## src/rtl/uart_rx_pkg.sv

```systemverilog
`default_nettype none
// ============================================================================
//  Module      : uart_rx_pkg
//  Description : Constants, the data word type and a pointer-width helper
//                shared by the UART receive buffer.
//  Revision    : 1.0  initial release
// ============================================================================
package uart_rx_pkg;

    localparam int UART_DATA_WIDTH = 8;
    localparam int RX_FIFO_DEPTH   = 8;

    typedef logic [UART_DATA_WIDTH-1:0] uart_data_t;

    // The extra MSB lets full and empty be told apart when the low bits match
    function automatic int ptr_width(input int depth);
        return $clog2(depth) + 1;
    endfunction

endpackage : uart_rx_pkg
`default_nettype wire

```

## src/rtl/uart_rx_fifo_mem.sv

```systemverilog
`default_nettype none
// ============================================================================
//  Module      : uart_rx_fifo_mem
//  Description : Simple dual-port register array, synchronous write and
//                asynchronous read. Contents are deliberately not reset.
//  Revision    : 1.0  initial release
// ============================================================================
module uart_rx_fifo_mem #(
    parameter int DATA_WIDTH = 8,
    parameter int DEPTH      = 8
) (
    input  logic                     i_clk,
    input  logic                     i_we,
    input  logic [$clog2(DEPTH)-1:0] i_waddr,
    input  logic [DATA_WIDTH-1:0]    i_wdata,
    input  logic [$clog2(DEPTH)-1:0] i_raddr,
    output logic [DATA_WIDTH-1:0]    o_rdata
);

    logic [DATA_WIDTH-1:0] mem_q [DEPTH];

    // Write port: store the incoming word on an accepted push
    always_ff @(posedge i_clk) begin
        if (i_we) begin
            mem_q[i_waddr] <= i_wdata;
        end
    end

    // Read port: head entry is visible without a clock (first-word fall-through)
    always_comb begin
        o_rdata = mem_q[i_raddr];
    end

endmodule : uart_rx_fifo_mem
`default_nettype wire

```

## src/rtl/uart_rx_fifo.sv

```systemverilog
`default_nettype none
// ============================================================================
//  Module      : uart_rx_fifo
//  Description : FWFT receive buffer behind the UART RX deserializer. Pushes
//                on Data_Valid, pops on Rd_En, reports fill level and sticky
//                overflow/underflow flags.
//  Revision    : 1.0  initial release
// ============================================================================
module uart_rx_fifo
    import uart_rx_pkg::*;
#(
    parameter int DATA_WIDTH = UART_DATA_WIDTH,
    parameter int DEPTH      = RX_FIFO_DEPTH,
    parameter int AF_LEVEL   = 6
) (
    input  logic                       Clk,
    input  logic                       Rst,
    input  logic [DATA_WIDTH-1:0]      P_DATA,
    input  logic                       Data_Valid,
    input  logic                       Rd_En,
    input  logic                       Clr_Flags,
    output logic [DATA_WIDTH-1:0]      Rd_Data,
    output logic                       Empty,
    output logic                       Full,
    output logic                       Almost_Full,
    output logic [$clog2(DEPTH):0]     Count,
    output logic                       Overflow,
    output logic                       Underflow
);

    localparam int PTR_W = ptr_width(DEPTH);
    localparam int AW    = PTR_W - 1;
    localparam logic [PTR_W-1:0] C_AF_LEVEL = PTR_W'(AF_LEVEL);
    localparam logic [PTR_W-1:0] C_ONE      = PTR_W'(1);

    logic [PTR_W-1:0]      wr_ptr_q, wr_ptr_d;
    logic [PTR_W-1:0]      rd_ptr_q, rd_ptr_d;
    logic [PTR_W-1:0]      count_q,  count_d;
    logic                  overflow_q, overflow_d;
    logic                  underflow_q, underflow_d;

    logic                  w_empty;
    logic                  w_full;
    logic                  w_push;
    logic                  w_pop;
    logic                  w_ovf_evt;
    logic                  w_udf_evt;
    logic [DATA_WIDTH-1:0] w_rdata;

    uart_rx_fifo_mem #(
        .DATA_WIDTH (DATA_WIDTH),
        .DEPTH      (DEPTH)
    ) u_mem (
        .i_clk   (Clk),
        .i_we    (w_push),
        .i_waddr (wr_ptr_q[AW-1:0]),
        .i_wdata (P_DATA),
        .i_raddr (rd_ptr_q[AW-1:0]),
        .o_rdata (w_rdata)
    );

    // Status from registered pointers only; a pop while full frees a slot for a push
    always_comb begin
        w_empty   = (wr_ptr_q == rd_ptr_q);
        w_full    = (wr_ptr_q[AW-1:0] == rd_ptr_q[AW-1:0]) &&
                    (wr_ptr_q[AW] != rd_ptr_q[AW]);
        w_pop     = Rd_En & ~w_empty;
        w_push    = Data_Valid & (~w_full | w_pop);
        w_ovf_evt = Data_Valid & w_full & ~w_pop;
        w_udf_evt = Rd_En & w_empty;
    end

    // Next-state: pointers, occupancy and sticky flags (a new event beats a clear)
    always_comb begin
        wr_ptr_d    = wr_ptr_q;
        rd_ptr_d    = rd_ptr_q;
        count_d     = count_q;
        overflow_d  = overflow_q;
        underflow_d = underflow_q;

        if (w_push) begin
            wr_ptr_d = wr_ptr_q + C_ONE;
        end
        if (w_pop) begin
            rd_ptr_d = rd_ptr_q + C_ONE;
        end

        case ({w_push, w_pop})
            2'b10:   count_d = count_q + C_ONE;
            2'b01:   count_d = count_q - C_ONE;
            default: count_d = count_q;
        endcase

        if (Clr_Flags) begin
            overflow_d  = 1'b0;
            underflow_d = 1'b0;
        end
        if (w_ovf_evt) begin
            overflow_d = 1'b1;
        end
        if (w_udf_evt) begin
            underflow_d = 1'b1;
        end
    end

    // State register; reset drops every entry and overrides all other inputs
    always_ff @(posedge Clk) begin
        if (Rst) begin
            wr_ptr_q    <= '0;
            rd_ptr_q    <= '0;
            count_q     <= '0;
            overflow_q  <= 1'b0;
            underflow_q <= 1'b0;
        end else begin
            wr_ptr_q    <= wr_ptr_d;
            rd_ptr_q    <= rd_ptr_d;
            count_q     <= count_d;
            overflow_q  <= overflow_d;
            underflow_q <= underflow_d;
        end
    end

    // Output mapping; read data is forced to zero while nothing is stored
    always_comb begin
        Rd_Data     = w_empty ? '0 : w_rdata;
        Empty       = w_empty;
        Full        = w_full;
        Count       = count_q;
        Almost_Full = (count_q >= C_AF_LEVEL);
        Overflow    = overflow_q;
        Underflow   = underflow_q;
    end

endmodule : uart_rx_fifo
`default_nettype wire

```

## config.mk

```make
export PLATFORM = sky130hd
export DESIGN_NAME = uart_rx_fifo
export DESIGN_NICKNAME = d
export VERILOG_FILES = /design/src/rtl/uart_rx_pkg.sv /design/src/rtl/uart_rx_fifo_mem.sv /design/src/rtl/uart_rx_fifo.sv
export SDC_FILE = /design/constraint.sdc
export NUM_CORES = 1
export LEC_CHECK = 0
export CORE_MARGIN = 4
export CORE_UTILIZATION = 51
export CTS_CLUSTER_DIAMETER = 30
export DETAILED_ROUTE_END_ITERATION = 10
export PLACE_DENSITY = 0.75
export SETUP_SLACK_MARGIN = 0.15
export SYNTH_ARGS = -nofsm -noshare
export SYNTH_HDL_FRONTEND = slang
export SYNTH_SLANG_ARGS = --single-unit
```

## constraint.sdc

```tcl
create_clock -name Clk -period 2.6 [get_ports Clk]
set_input_delay 0.39 -clock Clk [delete_from_list [all_inputs] [get_ports Clk]]
set_output_delay 0.39 -clock Clk [all_outputs]
set_load 0.02 [all_outputs]
```

==> results.json <==
{
  "status": "finished clean",
  "grt_pass1_wl_mm": 10.1,
  "floorplan.rows": 29,
  "final_common_cell": "edfxtp_1",
  "drt-vias-per-instance": 5.65,
  "cp-end-kind": "output port",
  "timing.hold.ws_ns": 0.496,
  "period_share_pct": 90.1,
  "total_power_uw": 3400,
  "fillers": 456,
  "start_kind": "register",
  "core_sq_um": 6460,
  "grt_max_degree": 17,
  "ys_seq_area_share_pct": 65.6,
  "drc_errors": 0,
  "synth_area_sq_um": 3450,
  "period_needed_ns": 2.34,
  "hold_buffers": 0,
  "hold_path.class": "reg2reg",
  "hold_viol_final": 0,
  "cts_tree": "built",
  "timing.critical_path.required_ns": 2.21,
  "relSlewSlack_pct": 57.4,
  "h-tree-depth": 3,
  "gp_congestion": 0.831,
  "clock_sinks": 81,
  "routed_wl_mm": 6.61,
  "nets": 290,
  "post-route-util_pct": 66.6,
  "avgSynthCellArea_sq_um": 16.0,
  "tightestPinTransition_ns": 0.637,
  "die_h_um": 90.2,
  "crit_type": "reg2out",
  "setup_viol": 0,
  "yosys_warnings": 0,
  "yosysUniqueCellTypes": 43,
  "drive_above_1_share_pct": 29.2,
  "fin_skew_ns": 0.0136,
  "dieArea_sq_um": 8140,
  "final_antenna_net_count": 0,
  "insertion_delay_ns": 0.36,
  "antenna_found_initial": 0,
  "start_util_pct": 53.4,
  "max-vdd-ir-drop_uv": 415,
  "crit_path_max_fanout": 13,
  "vias": 1999,
  "final-max-slew-violation-count": 0,
  "rrSetupSlack_ns": 0.28,
  "power.density_nw_per_um2": 791,
  "p_leak_uw": 0.00159,
  "cap_violations": 0,
  "synthCells": 216,
  "io_pins": 30,
  "drtPass1Iterations": 4,
  "syn-num-nets": 234,
  "cp.arrival_ns": 1.95,
  "grt_setup_unrepaired": "no",
  "die_w_um": 90.2,
  "fmax_mhz": 427,
  "cpPeakStageDelay_ns": 0.51,
  "wl_per_cell_um": 18.7,
  "drt_iter0_markers": 88,
  "dp.final_hpwl_mm": 4.07,
  "numCtsBuffers": 9,
  "io_buffers": 29,
  "ys_ff_latch": 81,
  "clock-root-buffer": "clkbuf_8",
  "mostFrequentLayoutCells": "edfxtp_1, buf_4, nor2_1",
  "track_usage_pct": 16.6,
  "path_clk_slew_ns": 0.09,
  "gr-total-overflow": 0,
  "grt_pass1_vias": 1901,
  "slowest_stage": "mux4_2",
  "reg2reg_depth": 8,
  "fin_setup_tns_ns": 0,
  "area_delta_synth_final_pct": 24.9,
  "diodes": 0,
  "path_cells": "buf_12 > mux4_2 > mux2i_1 > nor2_1 > dlygate4sd2_1",
  "clk_path_buf_depth": 2,
  "worstHoldPathCells": 2
}
==> final cells by class <==
type,instances,area (sq um),share of cell area (%)
Clock buffer,9,124,2.88
Clock inverter,7,78.8,1.83
Inverter,7,26.3,0.611
Multi-Input combinational cell,115,1170,27.3
Sequential cell,81,2270,52.7
Tap cell,77,96.3,2.24
Timing Repair Buffer,58,534,12.4
==> worst paths after layout <==
kind          startpoint    endpoint
max             register  Rd_Data[3]
min             Overflow    Overflow
max reg2reg  rd_ptr_q[1]    Count[3]
min reg2reg     Overflow    Overflow
==> per-stage QoR <==
| step | std cells | area [sq um] | worst slack (ns) |
|---|---|---|---|
| floorplan | 216 | 3460 | 0.155 |
| global placement | 329 | 3940 | 0.115 |
| detailed placement | 329 | 3940 | 0.0194 |
| CTS | 345 | 4160 | -0.0564 |
| global route | 354 | 4300 | 0.166 |
| finish | 354 | 4300 | 0.258 |
==> where the power goes <==
part           total, uW  internal, uW  switching [uW]
sequential          1510          1460            54.3
combinational        951           496             456
clock                938           454             485
total               3400          2410             995
==> what timing repair did <==
| item | in CTS | in global routing |
|---|---|---|
| pin swaps | 0 | 1 |
| setup buffers | 0 | 9 |
| endpoints found under the setup margin | 27 | 11 |
| resized for setup | 6 | 18 |
==> critical path, delay by kind of cell, from the launching register on <==
kind	cells	cell delay (ns)
AND/OR/NAND/NOR	1	0.05
buffers and inverters	2	0.47
multiplexers	2	0.71
flip-flops	1	0.37
==> cells in the mapped netlist, drive strengths merged <==
cell type  number  area share (%)
a211oi          2            0.44
a21o            2            0.44
a21oi           6            0.87
a221oi          2            0.51
a22oi           1            0.22
a2bb2oi         1            0.25
a32oi           1            0.25
buf             8             1.4
clkbuf          5            0.54
dfxtp          17             9.9
edfxtp         64              56
fa              1            0.58
ha              4             1.5
inv             7            0.76
mux2            1            0.33
mux2i          11             3.2
mux4           16              10
nand2           2            0.22
nand2b          1            0.18
nand3           2            0.29
nand4           1            0.18
nor2           25             2.8
nor2b           1            0.18
nor3            5            0.73
nor4            2            0.36
o211ai          3            0.65
o21a            1            0.22
o21ai           4            0.69
o22ai           1            0.18
o31a            1            0.29
o32ai           1            0.25
o41ai           1            0.80
or2b            1            0.22
or3             3            0.58
xnor2           5             1.3
xor2            7             2.5
==> sequential cells by signal, summed over array words and instances, names as in the netlist, named ones only <==
register / flops
Count: 4
u_mem.mem_q: 64
rd_ptr_q: 4
wr_ptr_q: 4
Underflow: 1
Overflow: 1
==> layer usage <==
metal  track usage (%)  wire length, um  vias up  share of wire, %
met4              6.63               58        0              0.88
li1                  -                -      939                 -
met2              24.2             3190       45                48
met3              4.51              280        5               4.2
met1              23.8             3090     1010                47
met5                 0                0        -                 0
==> cell families (layout without fill, tap and decap cells) <==
family | after synthesis | count (layout) | share of synthesized area, %
compound gates | 27 | 27 | 6.06
buf+inv | 20 | 81 | 2.72
fa+ha+maj | 5 | 5 | 2.03
simple gates | 43 | 43 | 5.74
mux | 28 | 28 | 14.0
xor+xnor | 12 | 12 | 3.81
flops | 81 | 81 | 65.6
No activity file was read; power rests on OpenSTA's default activity.
